`src/rtl/edge_pulse_gen.sv`:
```
// ---------------------------------------------------------------------------
// edge_pulse_gen
//
// Multi-channel edge-to-pulse converter. Each channel watches one level input,
// detects rising, falling or both edges (shared mode), and emits a
// programmable-width, retriggerable pulse. It also counts qualifying edges in
// a saturating counter.
//
// Optional feature macro: EDGE_PULSE_SYNC_EN
//   defined     - each x bit passes through a two-flop synchronizer (reset to 0)
//                 before edge detection; latency rises by 2 cycles.
//   not defined - x is used directly (inputs already synchronous to clk).
//
// Ports:
//   clk      in   clock
//   reset    in   synchronous, active-high reset
//   x        in   [CH]        level inputs, one bit per channel
//   mode     in   [2]         00 rising, 01 falling, 10 both, 11 disabled
//   pw       in   [PW_W]      pulse length in cycles (0 treated as 1)
//   clr_cnt  in   synchronous clear of all edge counters (wins over increment)
//   det      out  [CH]        per-channel pulse output (1 only in PULSE)
//   cnt      out  [CH*CNT_W]  per-channel edge counters, ch i at [i*CNT_W +: CNT_W]
// ---------------------------------------------------------------------------
module edge_pulse_gen #(
    parameter int CH    = 4,
    parameter int PW_W  = 4,
    parameter int CNT_W = 8
) (
    input  logic                  clk,
    input  logic                  reset,
    input  logic [CH-1:0]         x,
    input  logic [1:0]            mode,
    input  logic [PW_W-1:0]       pw,
    input  logic                  clr_cnt,
    output logic [CH-1:0]         det,
    output logic [CH*CNT_W-1:0]   cnt
);

    typedef enum logic [1:0] {
        ST_INIT  = 2'd0,
        ST_LOW   = 2'd1,
        ST_HIGH  = 2'd2,
        ST_PULSE = 2'd3
    } state_t;

    logic [CH-1:0]   w_xs;
    logic [PW_W-1:0] w_pw_m1;

`ifdef EDGE_PULSE_SYNC_EN
    logic [CH-1:0] r_sync1;
    logic [CH-1:0] r_sync2;

    always_ff @(posedge clk) begin
        if (reset) begin
            r_sync1 <= '0;
            r_sync2 <= '0;
        end else begin
            r_sync1 <= x;
            r_sync2 <= r_sync1;
        end
    end

    assign w_xs = r_sync2;
`else
    assign w_xs = x;
`endif

    // Reload value for the down-counter: max(pw,1)-1, shared by all channels.
    assign w_pw_m1 = (pw == '0) ? '0 : (pw - PW_W'(1));

    genvar gi;
    generate
        for (gi = 0; gi < CH; gi++) begin : g_ch
            state_t           r_state;
            logic             r_level;
            logic [PW_W-1:0]  r_rem;
            logic             r_det;
            logic [CNT_W-1:0] r_cnt;
            logic             w_edge;
            logic             w_qual;
            state_t           w_settle;

            // INIT has no valid level yet, so it never reports an edge.
            assign w_edge   = (r_state != ST_INIT) && (w_xs[gi] != r_level);
            assign w_settle = w_xs[gi] ? ST_HIGH : ST_LOW;

            always_comb begin
                w_qual = 1'b0;
                case (mode)
                    2'b00:   w_qual = w_edge &  w_xs[gi];
                    2'b01:   w_qual = w_edge & ~w_xs[gi];
                    2'b10:   w_qual = w_edge;
                    default: w_qual = 1'b0;
                endcase
            end

            always_ff @(posedge clk) begin
                if (reset) begin
                    r_state <= ST_INIT;
                    r_level <= 1'b0;
                    r_rem   <= '0;
                    r_det   <= 1'b0;
                end else begin
                    // Level is tracked in every state, including PULSE.
                    r_level <= w_xs[gi];
                    case (r_state)
                        ST_INIT: begin
                            r_state <= w_settle;
                            r_det   <= 1'b0;
                        end
                        ST_LOW, ST_HIGH: begin
                            if (w_qual) begin
                                r_state <= ST_PULSE;
                                r_rem   <= w_pw_m1;
                                r_det   <= 1'b1;
                            end else begin
                                r_state <= w_settle;
                                r_det   <= 1'b0;
                            end
                        end
                        ST_PULSE: begin
                            if (mode == 2'b11) begin
                                // Disabled mode aborts a running pulse.
                                r_state <= w_settle;
                                r_rem   <= '0;
                                r_det   <= 1'b0;
                            end else if (w_qual) begin
                                r_rem   <= w_pw_m1;
                                r_det   <= 1'b1;
                            end else if (r_rem == '0) begin
                                r_state <= w_settle;
                                r_det   <= 1'b0;
                            end else begin
                                r_rem   <= r_rem - PW_W'(1);
                            end
                        end
                        default: begin
                            r_state <= ST_INIT;
                            r_det   <= 1'b0;
                        end
                    endcase
                end
            end

            // Saturating edge counter; clear takes priority over an increment.
            always_ff @(posedge clk) begin
                if (reset || clr_cnt) begin
                    r_cnt <= '0;
                end else if (w_qual && (r_cnt != {CNT_W{1'b1}})) begin
                    r_cnt <= r_cnt + CNT_W'(1);
                end
            end

            assign det[gi]                   = r_det;
            assign cnt[gi*CNT_W +: CNT_W]    = r_cnt;
        end
    endgenerate

endmodule

```
`config.mk`:
```
export PLATFORM = sky130hd
export DESIGN_NAME = edge_pulse_gen
export DESIGN_NICKNAME = d
export VERILOG_FILES = /design/src/rtl/edge_pulse_gen.sv
export SDC_FILE = /design/constraint.sdc
export NUM_CORES = 1
export LEC_CHECK = 0
export CAP_MARGIN = 20
export CORE_MARGIN = 3
export CORE_UTILIZATION = 56
export CTS_CLUSTER_SIZE = 28
export DETAILED_ROUTE_END_ITERATION = 10
export GPL_TIMING_DRIVEN = 1
export PLACE_DENSITY = 0.77
export SETUP_SLACK_MARGIN = 0.05
export SYNTH_ARGS = -nofsm -noshare
export SYNTH_HDL_FRONTEND = slang
export SYNTH_SLANG_ARGS = --single-unit
```
`constraint.sdc`:
```
create_clock -name clk -period 3.05 [get_ports clk]
set_clock_uncertainty 0.15 [all_clocks]
set_input_delay 0.61 -clock clk [delete_from_list [all_inputs] [get_ports clk]]
set_output_delay 0.61 -clock clk [all_outputs]
set_load 0.02 [all_outputs]
```
Word level (Yosys, flattened, before mapping):

Cells that the tools add are included.

* register bits after elaboration: 64

* add/subtract/negate cells: 9
* equality and inequality tests: 43
* mux-type cells: 69
* bitwise gates (word level): 12
* reduce and logical (&&, ||, !) cells: 39

Operators with widths (count)
* two-way mux 4 bit: 17
* two-way mux 2 bit: 20
* adder 8 x 1 -> 8 bit (second input constant): 4
* inequality test 4 bit (second input constant): 8
* inequality test 8 bit (second input constant): 4
* one-hot mux 4 bit (2 select lines): 4
* inequality test 3 bit (second input constant): 8
* one-hot mux 1 bit (3 select lines): 8
* one-hot mux 2 bit (3 select lines): 4
* equality test 2 bit (second input constant): 10
* zero test 4 bit: 5
* subtractor 4 x 1 -> 4 bit (second input constant): 5
* two-way mux 1 bit: 16
* nonzero test 2 bit: 8
* AND reduction 3 bit: 4
* equality test 2 x 1 -> 1 bit (second input constant): 5
* zero test 2 bit: 5
* AND 1 bit: 8
* logical AND 1 bit: 8
* inequality test 2 bit (second input constant): 4
* AND reduction 2 bit: 4
* OR reduction 2 bit: 4
* inequality test 1 bit: 4
* NOT 1 bit: 4
* logical OR 1 bit: 1

Logic depth before layout (Yosys ltp):

Gate-level depths: netlist (run 1).

* depth in word-level cells: 7
* depth in mapped cells: 8
* mapped depth without buffers: 7

Worst setup path before layout (run 1):

OpenSTA, ideal clock, no wires.

* path kind: input-to-reg
* from: input port mode[0]
* to: register g_ch[3].r_rem[2]
* setup time: 0.096 ns
* data arrival time: 2.008 ns
* setup slack: 0.796 ns
* stages: 5
* path buffers: 0
* path through: or4bb_1 -> a31oi_4 -> nand2_2 -> o22a_1 -> o41ai_2

* word-level cells in the longest chain between the ends: 5
* elaborated cells on any way between the ends: 11
* classes of those cells: 5 x eq/ne; 4 x mux; 2 x reduce/logical

Ends and longest elaborated chain
* from (decl): line 32 `input logic [1:0] mode,`
* equality test 2 bit, or another cell as far along: line 89 `case (mode)`
* one-hot mux 1 bit (3 select lines): line 89
* two-way mux 4 bit: line 127 `end else if (w_qual) begin`
* two-way mux 4 bit: line 122 `if (mode == 2'b11) begin`
* one-hot mux 4 bit (2 select lines): line 106 `case (r_state)`
* to (signal assigned): line 114 `r_rem <= w_pw_m1;`
* to (signal assigned): line 128 `r_rem <= w_pw_m1;`
* to (signal assigned): line 134 `r_rem <= r_rem - PW_W'(1);`
* to (decl): line 76 `logic [PW_W-1:0] r_rem;`

Several ways; a longest one is shown, not always the timed one.
A chain may end at the register's enable or synchronous reset.

Worst setup path after layout (run 1):

* from: input port mode[0]
* to: register g_ch[0].r_rem[0]

* word-level cells in the longest chain between the ends: 5
* elaborated cells on any way between the ends: 11
* classes of those cells: 5 x eq/ne; 4 x mux; 2 x reduce/logical

Ends and longest elaborated chain (line)
* equality test 2 bit, or another cell as far along: 89
* one-hot mux 1 bit (3 select lines): 89
* two-way mux 4 bit: 127
* two-way mux 4 bit: 122
* one-hot mux 4 bit (2 select lines): 106
* to (signal assigned): 114
* to (signal assigned): 128
* to (signal assigned): 134
* to (decl): 76

Several ways; a longest one is shown, not always the timed one.

==> metrics.md, run 1 <==
| Metric | Value |
|---|---|
| Root Driver | clkbuf_8 |
| Synth Instances | 450 |
| WHS Path Cells | 2 |
| Cell accounting for the most synthesized area | dfxtp_1 |
| Area of the multi-input gates | 0.00229 mm^2 |
| Routed WL | approximately 8.4 mm |
| Leakage power | 0.00160 uW |
| Drt via density | 5.88 |
| Final Max Tran Viols | 0 |
| Post-synth top area share | 34.0% |
| Clock power frac | 37.2% |
| Power Dens Cells | approximately 480 mW/mm^2 |
| RSZ-0062 raised after global routing | false |
| Post-synth EDFFs | 0 |
| Clk slew on worst S/H paths | 0.07 ns |
| Worst rel slew slack | 60.9% |
| Worst skew pair latency | 0.34 ns |
| Minimum clock period | about 2.7 ns |
| DP Cell Count | 566 |
| Sequential Area | 0.00128 mm^2 |
| FF+latch count, synth | 64 |
| Placer congestion estimate | 0.871 |
| Chip width | 88.1 um |
| Pin count of the biggest net entering global routing | 38 |
| Initial Utilization | roughly 59% |
| Reg power frac | between 40% and 50% |
| Post-route cell area | 0.00455 mm^2 |
| Register area share after synthesis | roughly a third |
| Crit Path Category | primary input to register |
| Synth Flop Type | dfxtp_1 |
| FMAX | roughly 0.37 GHz |
| CP Launch Point | mode[0] |
| Crit start category | primary input |
| Yosys Warn Count | 0 |
| Row count | 29 |
| Inserted Clock Buffers | 9 |
| DR WL/cell | 14.3 um |
| Switching pwr | approximately 600 uW |
| Max-cap viol count | 0 |
| Initial antenna violation count | 0 |
| Core Footprint | 0.00642 mm^2 |
| Number of global-route vias before repair | 3357 |
| Worst-Margin Slew | 0.586 ns |
| Final Util | 70.8% |
| Commonest cells in the netlist | nor2_1 (70), dfxtp_1 (64), a21oi_1 (32) |
| CTS tree | done |
| Avg Cell Area, Syn | 8.39 um^2 |
| Post-route insts no fill | 582 |
| Crit path required time | 3.11 ns |
| Layout cells sized above 1 | approximately 11% |
| Clk sink count | 64 |
| Status | completed |
| R2R setup slack | between 0.5 and 0.6 ns |
| CP max FO | 9 |
| Critical hold path startpoint | g_ch[0].r_rem[3]$_SDFFE_PP0P_ |
| CP endpoint | g_ch[0].r_rem[0]$_SDFFE_PP0P_ |
| Placed Instance Area | 0.00433 mm^2 |
| Area Overhead vs Synth | 20.6% |
| Async SR Flop Fraction | 0% |
| Final worst path period share | 88.8% |
| Synth area leaders | dfxtp_1 (34%), nor2_1 (7.0%), ha_1 (6.6%) |
| Place WS | 0.0428 ns |
| Clock buffer depth | 2 |
| Endpoints failing setup | 0 |
| Hold Path Class | register to register |
| Global-route wire length before repair | 14.5 mm |
| Drt initial violations | 130 |
| Antenna fix cells | 0 |
| Via Count | approximately 3400 |
| Worst reg2reg endpoint | g_ch[0].r_rem[0]$_SDFFE_PP0P_ |
| Setup Fix Bufs, Post-CTS | 0 |
| GRT Util Overall | 23.0% |
| DRC | 0 |
| Synth cell types | 61 |
| Fillers | 523 |
| Die height | 88.1 um |
| Input/output buffers | 48 |
| Sw Share | between 20 and 30% |
| Post-cts sizing count | 0 |
| FF-to-FF Start | g_ch[0].r_state[0]$_SDFFE_PP0P_ |
| Mapped Area | 0.00377 mm^2 |
| Total number of H-tree levels | 3 |
| Final Hold Fails | 0 |
| First drt pass iteration count | 5 |
| Nets | 533 |
| CP endpoint kind | register |
| Combinational share of power | approximately a fifth |
| Pint | 1560 uW |
| VDD IR-drop max | 0.000287 V |
| Io pins | 49 |
| DRT antenna net count | 0 |
| Setup tns final | 0 ns |
| Die ar. | 0.00776 mm^2 |
| Post-Syn Nets | 483 |
| Dpl hpwl | 6.07 mm |
| Final worst slack | about 0.34 ns |
| Data arrival time of the worst path | 2.77 ns |
| Count leader, synth | nor2_1 |
| R2R depth | 7 |
| GRT overflow | 0 |
| Hold_buf cts | 0 |
## how the worst min path moves through the flow
stage | end | slack [ns]
after floorplan | g_ch[0].r_rem[1]$_SDFFE_PP0P_ | 0.30
after global placement | g_ch[0].r_rem[1]$_SDFFE_PP0P_ | 0.33
after detailed placement | g_ch[0].r_rem[3]$_SDFFE_PP0P_ | 0.34
after CTS | g_ch[0].r_rem[3]$_SDFFE_PP0P_ | 0.35
after global routing | g_ch[3].r_det$_SDFFE_PP0P_ | 0.37
final | g_ch[0].r_rem[3]$_SDFFE_PP0P_ | 0.35
## layout make-up
class / count / area share (%)
flip-flops and latches: 64 / 28.2
clock buffers: 11 / 3.11
multi-input cells: 343 / 50.3
repair buffers: 62 / 12.9
clock inverters: 5 / 1.76
well taps: 77 / 2.12
inverters: 20 / 1.65
## critical path: stages
cell and delay, ns:
clkdlybuf4s50_1 0.55, buf_4 0.24, or4b_4 0.49, o21ai_0 0.22, o22ai_1 0.31, a211oi_1 0.27, a211oi_1 0.08
## cells in the final DEF, fill, tap and decap left out, drive strengths merged, types with 8 or more instances in the layout
| cell type | count |
|---|---|
| nor2 | 70 |
| dfxtp | 64 |
| clkdlybuf4s50 | 48 |
| a21oi | 32 |
| xnor2 | 26 |
| nand2 | 24 |
| inv | 20 |
| ha | 20 |
| nor3 | 19 |
| o21ai | 16 |
| buf | 14 |
| a211oi | 12 |
| clkbuf | 11 |
| nor3b | 8 |
| nor4 | 8 |
## logic make-up after synthesis
group	Yosys count	synth area share, %
AND/OR/NAND/NOR	186	27.2
AO/OA/AOI/OAI	101	18.3
flip-flops	64	34.0
buffers and inverters	43	5.37
XOR/XNOR	33	7.66
adder cells (fa/ha/maj)	20	6.63
multiplexers	3	0.862
## per-stage QoR
step,power [uW],hold WS (ns)
2_1_floorplan,1260,0.304
3_3_place_gp,1360,0.329
3_5_place_dp,1370,0.336
4_1_cts,2190,0.348
5_1_grt,2300,0.369
6_report,2170,0.352
## registers in the layout, indices dropped and copies added (netlist names)
signal,flops
g_ch.r_cnt,32
g_ch.r_rem,16
g_ch.r_state,8
g_ch.r_det,4
g_ch.r_level,4
## power by group through the flow
stage,Clock [uW],Combinational [uW],Sequential [uW]
after CTS,829,440,920
final,807,441,920
after detailed placement,0,437,937
after global placement,0,425,936
after global routing,868,502,926
after floorplan,0,331,930
## routing by layer
metal  GRT usage, %  part of all wire (%)  wire length, um
met3           4.05                   5.3              445
met1           29.8                    46             3870
met2           37.1                    47             3950
met4           11.3                   1.1               89
met5              0                     0                0
No activity file was read; power rests on OpenSTA's default activity.
==> run 2: changes to the inputs <==
--- a/config.mk
+++ b/config.mk
@@ -11,7 +11,7 @@
 export CTS_CLUSTER_SIZE = 28
 export DETAILED_ROUTE_END_ITERATION = 10
 export GPL_TIMING_DRIVEN = 1
-export PLACE_DENSITY = 0.77
+export PLACE_DENSITY = 0.81
 export SETUP_SLACK_MARGIN = 0.05
 export SYNTH_ARGS = -nofsm -noshare
 export SYNTH_HDL_FRONTEND = slang
==> metrics.md, run 2 (same netlist as run 1, synthesis figures left out) <==
| Metric | Value |
|---|---|
| Worst reg2reg endpoint | g_ch[0].r_rem[0]$_SDFFE_PP0P_ (unchanged) |
| DRC | 0 (unchanged) |
| Die ar. | 0.00776 mm^2 (unchanged) |
| Number of flip-flops in the largest register | 32 (unchanged) |
| First drt pass iteration count | 4 (was 5) |
| Hold_buf cts | 0 (unchanged) |
| Setup Fix Bufs, Post-CTS | 0 (unchanged) |
| Clock power frac | 35.7% (was 37.2%) |
| Row count | 29 (unchanged) |
| Status | completed (unchanged) |
| CP max FO | 6 (was 9) |
| Drt via density | 5.86 (was 5.88) |
| Dpl hpwl | 6.01 mm (was 6.07 mm) |
| Final Util | 70.5% (was 70.8%) |
| DR WL/cell | 14.6 um (was 14.3 um) |
| Inserted Clock Buffers | 9 (unchanged) |
| Clk slew on worst S/H paths | 0.07 ns (about the same) |
| Worst-Margin Slew | 0.586 ns (about the same) |
| Crit path required time | 3.11 ns (about the same) |
| Die height | 88.1 um (unchanged) |
| Cell count along the critical path | 6 (was 7) |
| Chip width | 88.1 um (unchanged) |
| Clock buffer depth | 2 (unchanged) |
| Data arrival time of the worst path | 2.68 ns (was 2.77 ns) |
| Layout cells sized above 1 | 11.1% (about the same) |
| Crit start category | primary input (unchanged) |
| R2R depth | 7 (unchanged) |
| Max-cap viol count | 0 (unchanged) |
| Worst skew pair latency | 0.35 ns (was 0.34 ns) |
| Input/output buffers | 48 (unchanged) |
| Critical hold path startpoint | g_ch[0].r_rem[3]$_SDFFE_PP0P_ (unchanged) |
| Hold Path Sink | g_ch[0].r_rem[3]$_SDFFE_PP0P_ (unchanged) |
| Io pins | 49 (unchanged) |
| Final worst path period share | 85.8% (was 88.8%) |
| Crit-path slowest cell | or3b_2 (was clkdlybuf4s50_1) |
| Pint | 1480 uW (was 1560 uW) |
| Switching pwr | 642 uW (was 607 uW) |
| Crit-path cells | clkdlybuf4s50_1 -> or3b_2 -> o21ai_0 -> o22ai_1 -> a211oi_1 -> a211oi_1 (was clkdlybuf4s50_1 -> buf_4 -> or4b_4 -> o21ai_0 -> o22ai_1 -> a211oi_1 -> a211oi_1) |
| Final Max Tran Viols | 0 (unchanged) |
| Combinational share of power | 20.9% (was 20.4%) |
| GRT overflow | 0 (unchanged) |
| DRT antenna net count | 0 (unchanged) |
| Worst rel slew slack | 61.0% (was 60.9%) |
| Core Footprint | 0.00642 mm^2 (unchanged) |
| GRT Util Overall | 23.3% (was 23.0%) |
| CP Launch Point | x[0] (was mode[0]) |
| Most used cell, CP | a211oi_1 (unchanged) |
| Nets | 532 (was 533) |
| Antenna fix cells | 0 (unchanged) |
| Placer congestion estimate | 0.864 (was 0.871) |
| Top reg by flops | g_ch.r_cnt (unchanged) |
| Worst path bufs/invs | 1 (was 2) |
| Minimum clock period | 2.62 ns (was 2.71 ns) |
| FF-to-FF Start | g_ch[0].r_state[0]$_SDFFE_PP0P_ (unchanged) |
| Drt initial violations | 220 (was 130) |
| Setup tns final | 0 ns (unchanged) |
| Global-route wire length before repair | 14.6 mm (was 14.5 mm) |
| Root Driver | clkbuf_8 (unchanged) |
| Critical path's top delay family | compound AO/OA/AOI/OAI gates (unchanged) |
| Largest registers | g_ch.r_cnt x32, g_ch.r_rem x16, g_ch.r_state x8 (unchanged) |
| Leading cell type in the layout, fill and taps excluded | nor2_1 (unchanged) |
| Area Overhead vs Synth | 19.9% (was 20.6%) |
| Sw Share | 30.3% (was 28.0%) |
| WHS Path Cells | 2 (unchanged) |
| Post-cts sizing count | 0 (unchanged) |
| FMAX | 0.382 GHz (was 0.369 GHz) |
| Power Dens Cells | 469 mW/mm^2 (was 477 mW/mm^2) |
| Clk sink count | 64 (unchanged) |
| Total number of H-tree levels | 3 (unchanged) |
| Number of global-route vias before repair | 3286 (was 3357) |
| Leakage power | 0.00158 uW (was 0.00160 uW) |
| Reg power frac | 43.4% (was 42.4%) |
| VDD IR-drop max | 0.000537 V (was 0.000287 V) |
| Initial Utilization | 58.8% (unchanged) |
| Worst path max stage delay | 0.50 ns (was 0.55 ns) |
| CP endpoint kind | register (unchanged) |
| R2R setup slack | 0.54 ns (was 0.56 ns) |
| RSZ-0062 raised after global routing | false (unchanged) |
| Pin count of the biggest net entering global routing | 38 (unchanged) |
| CTS tree | done (unchanged) |
| Final Hold Fails | 0 (unchanged) |
| Endpoints failing setup | 0 (unchanged) |
| Via Count | 3403 (was 3421) |
| Routed WL | 8.49 mm (was 8.35 mm) |
| Initial antenna violation count | 0 (unchanged) |
| Commonest cells after routing, fill and taps aside | nor2_1 (70), dfxtp_1 (64), clkdlybuf4s50_1 (48), a21oi_1 (32), xnor2_1 (26) (unchanged) |
| Hold Path Class | register to register (unchanged) |
| Crit Path Category | primary input to register (unchanged) |
==> run 2: cell count changes in the layout (fill, tap and decap cells not counted) <==
cell and change:
bufinv_16 -1, clkinv_4 +1, buf_4 -1, inv_6 +1, clkbuf_1 -1
==> run 2: tightest hold or removal path, cell delays in order, from the launching register on <==
cell and delay [ns]:
dfxtp_1 0.33, nand2b_1 0.07, o22ai_1 0.05
==> run 2: layer usage <==
metal | share of wire, % | GRT usage [%] | routed length [um] | vias to the layer above
met3 | 5.7 | 6.59 | 488 | 10
li1 | - | - | - | 1704
met1 | 44 | 28.4 | 3750 | 1577
met5 | 0 | 0 | 0 | -
met4 | 1.6 | 7.83 | 132 | 0
met2 | 49 | 39.6 | 4130 | 112
==> run 2: worst max-delay path by stage <==
stage                                          endpoint
after global placement    g_ch[0].r_rem[1]$_SDFFE_PP0P_
after detailed placement  g_ch[0].r_rem[0]$_SDFFE_PP0P_
after CTS                 g_ch[0].r_rem[0]$_SDFFE_PP0P_
after global routing      g_ch[0].r_rem[0]$_SDFFE_PP0P_
final                     g_ch[0].r_rem[0]$_SDFFE_PP0P_
after floorplan           g_ch[3].r_rem[2]$_SDFFE_PP0P_
==> run 2: stage by stage <==
stage	worst slack, ns	hold slack, ns	instance area (um^2)	instances	power (uW)
final	0.434	0.344	4530	581	2120
after detailed placement	0.131	0.331	4320	565	1370
after global placement	0.245	0.326	4320	565	1360
after global routing	0.220	0.366	4530	581	2230
after CTS	0.480	0.344	4530	581	2130
after floorplan	0.796	0.304	3770	450	1260
==> run 2: final cells by class <==
class,instances,area [um^2]
Clock buffer,10,138
Clock inverter,6,67.6
Fill cell,509,1900
Inverter,20,75.1
Multi-Input combinational cell,343,2290
Sequential cell,64,1280
Tap cell,77,96.3
Timing Repair Buffer,61,578
==> run 2: power groups by stage <==
stage | logic, uW | clock network [uW] | registers [uW]
2_1_floorplan | 331 | 0 | 930
3_3_place_gp | 422 | 0 | 936
3_5_place_dp | 434 | 0 | 937
4_1_cts | 440 | 768 | 919
5_1_grt | 495 | 808 | 926
6_report | 444 | 757 | 920
